[config.mk]
export PLATFORM = sky130hd
export DESIGN_NAME = int_ctrl
export DESIGN_NICKNAME = d
export VERILOG_FILES = /design/src/rtl/int_ctrl.sv
export SDC_FILE = /design/constraint.sdc
export NUM_CORES = 1
export LEC_CHECK = 0
export ABC_AREA = 1
export CORE_MARGIN = 4
export CORE_UTILIZATION = 50
export DETAILED_ROUTE_END_ITERATION = 8
export MAX_ROUTING_LAYER = met4
export PLACE_DENSITY = 0.89
export RECOVER_POWER = 50
export SETUP_SLACK_MARGIN = 0.05
export SLEW_MARGIN = 10
export SYNTH_ARGS = -nofsm -noshare
export SYNTH_HDL_FRONTEND = slang
export SYNTH_SLANG_ARGS = --single-unit
export TNS_END_PERCENT = 10
[constraint.sdc]
create_clock -name clk -period 14.4 [get_ports clk]
set_input_delay 4.32 -clock clk [delete_from_list [all_inputs] [get_ports clk]]
set_output_delay 4.32 -clock clk [all_outputs]
set_load 0.01 [all_outputs]
[src/rtl/int_ctrl.sv]
// rtl/int_ctrl.sv - CP0 interrupt/exception controller: Count/Compare timer, Status/Cause/EPC,
// interrupt synchronizer and a two-state redirect FSM (IDLE -> FLUSH -> IDLE).
module int_ctrl (
    input  logic        clk,
    input  logic        reset,
    input  logic [4:0]  hw_int,
    input  logic        wb_valid,
    input  logic        wb_syscall,
    input  logic        wb_eret,
    input  logic [31:0] wb_pc,
    input  logic        mtc0_wen,
    input  logic [7:0]  mtc0_addr,
    input  logic [31:0] mtc0_wdata,
    input  logic [7:0]  cp0_raddr,
    output logic [31:0] cp0_rdata,
    output logic [32:0] exc_bus,
    output logic        cancel,
    output logic        wb_kill
);

    localparam logic [7:0] ADDR_COUNT   = 8'h48;
    localparam logic [7:0] ADDR_COMPARE = 8'h58;
    localparam logic [7:0] ADDR_STATUS  = 8'h60;
    localparam logic [7:0] ADDR_CAUSE   = 8'h68;
    localparam logic [7:0] ADDR_EPC     = 8'h70;

    typedef enum logic {S_IDLE, S_FLUSH} state_t;
    typedef enum logic [1:0] {EV_NONE, EV_INT, EV_SYS, EV_ERET} event_t;

    state_t      r_state;
    state_t      w_next;
    event_t      w_event;

    logic [4:0]  r_sync1;
    logic [4:0]  r_sync2;
    logic [31:0] r_count;
    logic [31:0] r_compare;
    logic        r_ti;
    logic [7:0]  r_im;
    logic        r_exl;
    logic        r_ie;
    logic [1:0]  r_ip_sw;
    logic [4:0]  r_exccode;
    logic [31:0] r_epc;
    logic        r_flush_eret;

    logic [7:0]  w_ip;
    logic        w_int_pend;
    logic        w_mtc0;

    assign w_ip       = {r_ti, r_sync2, r_ip_sw};
    assign w_int_pend = r_ie & ~r_exl & (|(w_ip & r_im));
    assign w_mtc0     = mtc0_wen & wb_valid & ~wb_kill;

    always_ff @(posedge clk or posedge reset) begin
        if (reset) begin
            r_state <= S_IDLE;
        end else begin
            r_state <= w_next;
        end
    end

    always_comb begin
        w_next  = r_state;
        w_event = EV_NONE;
        wb_kill = 1'b0;
        cancel  = 1'b0;
        exc_bus = 33'd0;
        case (r_state)
            S_IDLE: begin
                if (wb_valid) begin
                    if (w_int_pend) begin
                        w_event = EV_INT;
                        wb_kill = 1'b1;
                    end else if (wb_syscall) begin
                        w_event = EV_SYS;
                    end else if (wb_eret) begin
                        w_event = EV_ERET;
                    end
                end
                if (w_event != EV_NONE) begin
                    w_next = S_FLUSH;
                end
            end
            S_FLUSH: begin
                // The WB slot now holds a younger, cancelled instruction.
                cancel  = 1'b1;
                wb_kill = 1'b1;
                exc_bus = {1'b1, (r_flush_eret ? r_epc : 32'd0)};
                w_next  = S_IDLE;
            end
            default: w_next = S_IDLE;
        endcase
    end

    always_ff @(posedge clk or posedge reset) begin
        if (reset) begin
            r_sync1      <= 5'd0;
            r_sync2      <= 5'd0;
            r_count      <= 32'd0;
            r_compare    <= 32'd0;
            r_ti         <= 1'b0;
            r_im         <= 8'd0;
            r_exl        <= 1'b0;
            r_ie         <= 1'b0;
            r_ip_sw      <= 2'd0;
            r_exccode    <= 5'd0;
            r_epc        <= 32'd0;
            r_flush_eret <= 1'b0;
        end else begin
            r_sync1 <= hw_int;
            r_sync2 <= r_sync1;

            if (w_mtc0 && mtc0_addr == ADDR_COUNT) begin
                r_count <= mtc0_wdata;
            end else begin
                r_count <= r_count + 32'd1;
            end

            // A Compare write clears TI even when the match fires on the same edge.
            if (w_mtc0 && mtc0_addr == ADDR_COMPARE) begin
                r_compare <= mtc0_wdata;
                r_ti      <= 1'b0;
            end else if (r_count + 32'd1 == r_compare) begin
                r_ti <= 1'b1;
            end

            if (w_mtc0 && mtc0_addr == ADDR_STATUS) begin
                r_im  <= mtc0_wdata[15:8];
                r_exl <= mtc0_wdata[1];
                r_ie  <= mtc0_wdata[0];
            end
            if (w_mtc0 && mtc0_addr == ADDR_CAUSE) begin
                r_ip_sw <= mtc0_wdata[9:8];
            end
            if (w_mtc0 && mtc0_addr == ADDR_EPC) begin
                r_epc <= mtc0_wdata;
            end

            // Event updates come last so they override a same-cycle MTC0.
            case (w_event)
                EV_INT: begin
                    r_epc     <= wb_pc;
                    r_exccode <= 5'd0;
                    r_exl     <= 1'b1;
                end
                EV_SYS: begin
                    r_epc     <= wb_pc;
                    r_exccode <= 5'd8;
                    r_exl     <= 1'b1;
                end
                EV_ERET: r_exl <= 1'b0;
                default: ;
            endcase
            r_flush_eret <= (w_event == EV_ERET);
        end
    end

    always_comb begin
        cp0_rdata = 32'd0;
        case (cp0_raddr)
            ADDR_COUNT:   cp0_rdata = r_count;
            ADDR_COMPARE: cp0_rdata = r_compare;
            ADDR_STATUS:  cp0_rdata = {16'd0, r_im, 6'd0, r_exl, r_ie};
            ADDR_CAUSE:   cp0_rdata = {1'b0, r_ti, 14'd0, w_ip, 1'b0, r_exccode, 2'd0};
            ADDR_EPC:     cp0_rdata = r_epc;
            default:      cp0_rdata = 32'd0;
        endcase
    end

endmodule
==> impl_results.md, run 1 <==
* Synth area leaders: dfrtp_1, nand2_1, o21ai_0
* Failing checks: capacitance limit, slew limit
* Core Box Area at 14600 µm²
* CTS Hold Buffers Added at 0
* Clock share of power at 0.391
* Synth area leader: dfrtp_1
* Final instance area at 9760 µm²
* Max FO, Critical Path at 28
* Leading cell types in the layout, fill and taps excluded: nand2_1, clkdlybuf4s50_1, inv_1, o21ai_0, dfrtp_1
* Largest net degree at the start of global routing at 73
* PnR worst setup slack at 2.58 ns
* FF-to-FF path depth at 11
* R2r setup slk at 10.29 ns
* CP startpoint kind: input port
* Area occupied by multi-input gates at 3760 µm²
* Layout cells sized above 1 at 0.0529
* Critical Path Stages at 10
* Post-DP Area at 9240 µm²
* Vias at 7752
* Worst Path Buf+Inv at 5
* Hold Crit Class: reg -> reg
* CP dominant cell by count: inv_1
* Tmin final at 11.82 ns
* Syn_nets at 1189
* Mapped Cells at 1094
* Commonest non-fill, non-tap cell in the layout: nand2_1
* PwrDens at 103 nW/µm²
* Slowest Stage Delay on Critical Path at 0.75 ns
* VDD IR-drop max at 97.3 µV
* Post-synth top area share at 0.406
* CTS tree: built
* Fin Hold WS at 0.346 ns
* CP endpoint: cp0_rdata[30]
* Crit path required time at 10.08 ns
* DRC at 0
* Post-DP HPWL at 15.7 mm
* Pwr Total at 1.00 mW
* # nets final at 1334
* Status: complete, but fails checks
* Layout Area Growth over Synthesis at 29.6%
* Worst skew pair latency at 0.42 ns
* Setup violators final at 0
* Die Ht at 131 µm
* Starting density of the core at 0.514
* Filler instances at 1237
* Antenna-violating nets left at 0
* Die extent in x at 131 µm
* Iter 0 DRT Violations at 829
* WP data arrival at 7.50 ns
* CTS Buffer Depth at 2
* Setup WS pre-CTS at 2.70 ns
* Kind of critical path: in -> out
* Net Sw Power at 292 µW
* Crit-path slowest cell: nand2_1
* CP top delay family: buffers and inverters
* Initial antenna violation count at 0
* Register Area at 3050 µm²
* Unrepaired setup endpoints after global routing: no
* Post-DR wirelength/cell at 15.3 µm
* First-pass GRT wire length at 35.6 mm
* Fin. Hold Viols at 0
* Comb pwr share at 0.195
* Mean Syn Cell Area at 6.88 µm²
* Sw Ratio at 0.291
* Leak at 4.37 nW
* Ant diodes at 0
* Floorplan row count at 44
* Yosys Warn Count at 0
* Crit. Startpoint: cp0_raddr[6]
* Sink Count at 122
* Gpl congestion at 0.926
* Vias in the first global route at 7155
* Final WL at 21.9 mm
* Final period utilization at 0.821
* Headroom to the max-slew limit at -1.55
* Total track usage at 0.274
* Drt first pass iters at 7
* Critical R2R Launch: r_ti
* Post-CTS sizing at 0
* Reg power frac at 0.414
* Total grt overflow at 0
* Setup TNS at 0 ns
* Worst-path clk slew at 0.05 ns
* R2R Path End: r_epc[27]
* Full die area at 17100 µm²
* Achievable clock frequency at 84.6 MHz
* Critical-path cell list: clkdlybuf4s50_1 > inv_1 > nor2_1 > inv_1 > nor3_1 > nand2_1 > inv_1 > a221oi_1 > o21ai_0 > clkdlybuf4s50_1
* Post-Route Skew at 0.00801 ns
* Register area share after synthesis at 0.406
* IO Count at 158
* CTS Buf Count at 17
* I/O Buffers at 157
* Root buffer cell: clkbuf_16
* Yosys cell types at 37
* H-Tree Depth at 4
* DR vias/cell at 5.41
* Final slew viol count at 258
* CP Capture Type: output port
* Number of synthesized register bits at 122
* Max_cap viols at 4
* Synth Cell Area at 7530 µm²
* Int Pwr at 711 µW
* Worst-Margin Slew at 3.82 ns
* Post-CTS Setup Repair Bufs at 0
==> logic make-up after synthesis <==
group                    after synthesis  synth area share
buffers and inverters                188            0.0949
AO/OA/AOI/OAI                        203             0.155
adder cells (fa/ha/maj)                4           0.00665
flip-flops                           122             0.406
AND/OR/NAND/NOR                      564             0.321
XOR/XNOR                              13            0.0171
==> final cells by class <==
cell class	count	area share
multi-input cells	784	0.386
inverters	151	0.0582
well taps	184	0.0236
clock buffers	25	0.0508
repair buffers	163	0.165
flip-flops and latches	122	0.313
clock inverters	3	0.00410
==> how the worst min path moves through the flow <==
stage                from          to  cells after the start
6_report       r_sync1[2]  r_sync2[2]                      0
3_3_place_gp   r_sync1[4]  r_sync2[4]                      0
3_5_place_dp   r_sync1[1]  r_sync2[1]                      0
5_1_grt        r_sync1[2]  r_sync2[2]                      0
2_1_floorplan  r_sync1[0]  r_sync2[0]                      0
4_1_cts        r_sync1[2]  r_sync2[2]                      0
==> registers in the layout, indices dropped and copies added (netlist names) <==
signal,flops
r_state,1
r_ti,1
r_exccode,1
r_exl,1
r_compare,32
r_epc,32
r_sync2,5
r_ie,1
r_flush_eret,1
r_count,32
r_sync1,5
r_ip_sw,2
r_im,8
==> through the flow <==
step	std cells	utilization
3_5_place_dp	1404	0.631
3_3_place_gp	1404	0.631
5_1_grt	1432	0.666
6_report	1432	0.666
2_1_floorplan	1094	-
4_1_cts	1432	0.667
==> Yosys cell counts (all sizes together) <==
cell type and number:
buf 5, xnor2 4, nand4 6, ha 4
a21oi 6, clkbuf 32, nor2 111, xor3 1
dfrtp 122, nand2 362, xor2 8, inv 148
a22oi 2, clkinv 3, a221oi 6, o2111ai 5
o221ai 17, nand3 71, nor3 6, o21bai 3
nand3b 7, nor4 1, o211ai 4, o22ai 3
o21ai 157
==> power groups by stage <==
stage                     Sequential [mW]  Combinational [mW]  Clock, mW
after global placement              0.417               0.189          0
after detailed placement            0.419               0.195          0
after CTS                           0.414               0.197      0.396
after floorplan                     0.410               0.135          0
final                               0.415               0.196      0.392
after global routing                0.420               0.223      0.412
==> layer usage <==
layer  track usage  wire length [µm]  vias up
met5             -                 0        -
met4         0.102               522        0
met3        0.0537              1600       39
met2         0.417             10300      293
met1         0.365              9510     3615
li1              -                 -     3805
==> worst reg2reg max path: cells and delay by family, from the launching register on <==
family                   cells  cell delay [ns]
flip-flops                   1             0.40
adder cells (fa/ha/maj)      1             1.58
AO/OA/AOI/OAI                4             0.69
buffers and inverters        3             0.87
AND/OR/NAND/NOR              3             0.41
Note: power is estimated with default switching activity, not from simulation.
==> inputs of run 2 (changes only) <==
--- a/config.mk
+++ b/config.mk
@@ -7,10 +7,10 @@
 export LEC_CHECK = 0
 export ABC_AREA = 1
 export CORE_MARGIN = 4
-export CORE_UTILIZATION = 50
+export CORE_UTILIZATION = 47
 export DETAILED_ROUTE_END_ITERATION = 8
 export MAX_ROUTING_LAYER = met4
-export PLACE_DENSITY = 0.89
+export PLACE_DENSITY = 0.88
 export RECOVER_POWER = 50
 export SETUP_SLACK_MARGIN = 0.05
 export SLEW_MARGIN = 10
==> constraint.sdc (replaced) <==
create_clock -name clk -period 10.8 [get_ports clk]
set_input_delay 3.24 -clock clk [delete_from_list [all_inputs] [get_ports clk]]
set_output_delay 3.24 -clock clk [all_outputs]
set_load 0.01 [all_outputs]
==> run 2 against run 1 <==
Against the previous run:
- the run still ends with capacitance limit, slew limit left
- critical path depth is the same
- critical endpoint unchanged
- sequential power rose by 33%
- core utilization down 4.1 points
- worst hold slack better by 0.0033 ns
- clock skew is essentially flat
- non-clock buffer count is 2 higher
- cell count increased by 2.7%
- final area is 1.0% higher
- first-iteration DRC count grew 16%
==> impl_results.md, run 2 (synthesized netlist as in run 1, its figures left out) <==
* Setup TNS at 0 ns (unchanged)
* # nets final at 1336 (was 1334)
* Antenna-violating nets left at 0 (unchanged)
* Final period utilization at 0.838
* H-Tree Depth at 4 (unchanged)
* Max_cap viols at 3 (was 4)
* Full die area at 18100 µm² (was 17100 µm²)
* R2r setup slk at 7.12 ns (was 10.29 ns)
* Hold Crit Class: reg -> reg (unchanged)
* Tmin final at 9.05 ns
* Total track usage at 0.263 (was 0.274)
* Post-DP HPWL at 16.4 mm (was 15.7 mm)
* Leading cell types in the layout, fill and taps excluded: nand2_1, clkdlybuf4s50_1, inv_1, o21ai_0, dfrtp_1 (unchanged)
* Unrepaired setup endpoints after global routing: no (unchanged)
* Final instance area at 9860 µm² (was 9760 µm²)
* Post-CTS Setup Repair Bufs at 0 (unchanged)
* Grt peak-use layer: met2 (unchanged)
* Met2 Usage GRT at 0.413 (was 0.417)
* Root buffer cell: clkbuf_16 (unchanged)
* Largest regs: r_compare x32, r_count x32, r_epc x32 (unchanged)
* GR Util met1 at 0.333 (was 0.365)
* Core Box Area at 15800 µm² (was 14600 µm²)
* Post-Route Skew at 0.00794 ns (was 0.00801 ns)
* Post-DR wirelength/cell at 15.5 µm (was 15.3 µm)
* Vias in the first global route at 7694 (was 7155)
* Hold path start: r_sync1[4] (was r_sync1[2])
* Total grt overflow at 0 (unchanged)
* Post-CTS sizing at 0 (unchanged)
* Hold path depth at 0 (unchanged)
* R2R Path End: r_epc[13] (was r_epc[27])
* I/O Buffers at 157 (unchanged)
* Layout cells sized above 1 at 0.0598 (was 0.0529)
* Die extent in x at 135 µm (was 131 µm)
* PwrDens at 140 nW/µm² (was 103 nW/µm²)
* CTS Buf Count at 17 (unchanged)
* Max FO, Critical Path at 23 (was 28)
* Die Ht at 135 µm (was 131 µm)
* Critical R2R Launch: r_im[0] (was r_ti)
* DRC at 0 (unchanged)
* Sink Count at 122 (unchanged)
* Achievable clock frequency at 110 MHz
* Final WL at 22.7 mm (was 21.9 mm)
* CTS Hold Buffers Added at 0 (unchanged)
* CP startpoint kind: input port (unchanged)
* Final slew viol count at 190 (was 258)
* Fin. Hold Viols at 0 (unchanged)
* Floorplan row count at 46 (was 44)
* Headroom to the max-slew limit at -1.17 (was -1.55)
* Starting density of the core at 0.477 (was 0.514)
* Vias at 7920 (was 7752)
* Initial antenna violation count at 0 (unchanged)
* Largest net degree at the start of global routing at 75 (was 73)
* First-pass GRT wire length at 37.0 mm (was 35.6 mm)
* End of the worst hold path: r_sync2[4] (was r_sync2[2])
* CTS Buffer Depth at 2 (unchanged)
* IO Count at 158 (unchanged)
* FF-to-FF path depth at 12 (was 11)
* Status: complete, but fails checks (unchanged)
* Crit. Startpoint: cp0_raddr[1] (was cp0_raddr[6])
* GRT met3 Usage at 0.0507 (was 0.0537)
* Gpl congestion at 0.990 (was 0.926)
* VDD IR-drop max at 110 µV (was 97.3 µV)
* CP Capture Type: output port (unchanged)
* Layout Area Growth over Synthesis at 31.0% (was 29.6%)
* Post-DP Area at 9290 µm² (was 9240 µm²)
* Worst-Margin Slew at 3.23 ns (was 3.82 ns)
* Ant diodes at 0 (unchanged)
* DR vias/cell at 5.39 (was 5.41)
* Iter 0 DRT Violations at 961 (was 829)
* Kind of critical path: in -> out (unchanged)
* Failing checks: capacitance limit, slew limit (unchanged)
* Leak at 4.39 nW (was 4.37 nW)
* WP data arrival at 5.81 ns (was 7.50 ns)
* Worst skew pair latency at 0.42 ns (about the same)
* Drt first pass iters at 8 (was 7)
* Setup violators final at 0 (unchanged)
* Worst-path clk slew at 0.05 ns (about the same)
* Crit path required time at 7.56 ns (was 10.08 ns)
* CTS tree: built (unchanged)
* Commonest non-fill, non-tap cell in the layout: nand2_1 (unchanged)
* Fin Hold WS at 0.349 ns (was 0.346 ns)
-- run 2: changes by cell type in the layout (fill, tap and decap cells not counted) --
cell / previous run / this run
buf_4: 4 / 6
clkinv_2: 2 / 5
clkbuf_8: 4 / 2
bufinv_16: 1 / 2
clkbuf_1: 6 / 3
clkinv_4: 0 / 1
clkinvlp_4: 0 / 4
-- run 2: critical path, stage by stage --
cell	delay (ns)
clkdlybuf4s50_1	0.48
nor2_1	0.05
nand2_1	0.05
nor2_1	0.07
nand4_1	0.07
buf_4	0.30
clkinv_1	0.41
a221oi_1	0.39
o21ai_0	0.22
clkdlybuf4s50_1	0.53
-- run 2: final cells by class --
type                       instances  area [µm²]
timing repair buffer             165        1620
inverter                         151         568
tap                              216         270
fill                            1354        5910
clock inverter                    12         124
multi-input combinational        784        3760
clock buffer                      20         457
sequential                       122        3050
-- run 2: through the flow --
stage	util	total power [mW]	cells	setup slack, ns
after floorplan	-	0.727	1094	3.17
after global placement	0.589	0.811	1438	1.86
after detailed placement	0.589	0.824	1438	1.81
after CTS	0.626	1.38	1470	1.80
after global routing	0.625	1.44	1470	1.65
final	0.625	1.38	1470	1.75
-- run 2: worst max-delay path by stage --
stage	to	depth (start not counted)	slack [ns]
6_report	cp0_rdata[30]	10	1.75
5_1_grt	cp0_rdata[30]	10	1.65
4_1_cts	cp0_rdata[30]	10	1.80
3_5_place_dp	cp0_rdata[30]	10	1.81
3_3_place_gp	cp0_rdata[30]	10	1.86
2_1_floorplan	cp0_rdata[16]	8	3.17
-- run 2: power breakdown --
group | internal (mW) | leakage (nW) | switching, mW
logic | 0.101 | 2.51 | 0.166
clock network | 0.349 | 0.278 | 0.210
registers | 0.511 | 1.60 | 0.0407
total | 0.962 | 4.39 | 0.417
-- run 2: metal layers --
metal,vias to the layer above,part of all wire,routed length [µm]
met1,3666,0.42,9500
met4,0,0.035,799
met2,373,0.47,10600
li1,3807,-,-
met3,74,0.080,1820
met5,-,0,0
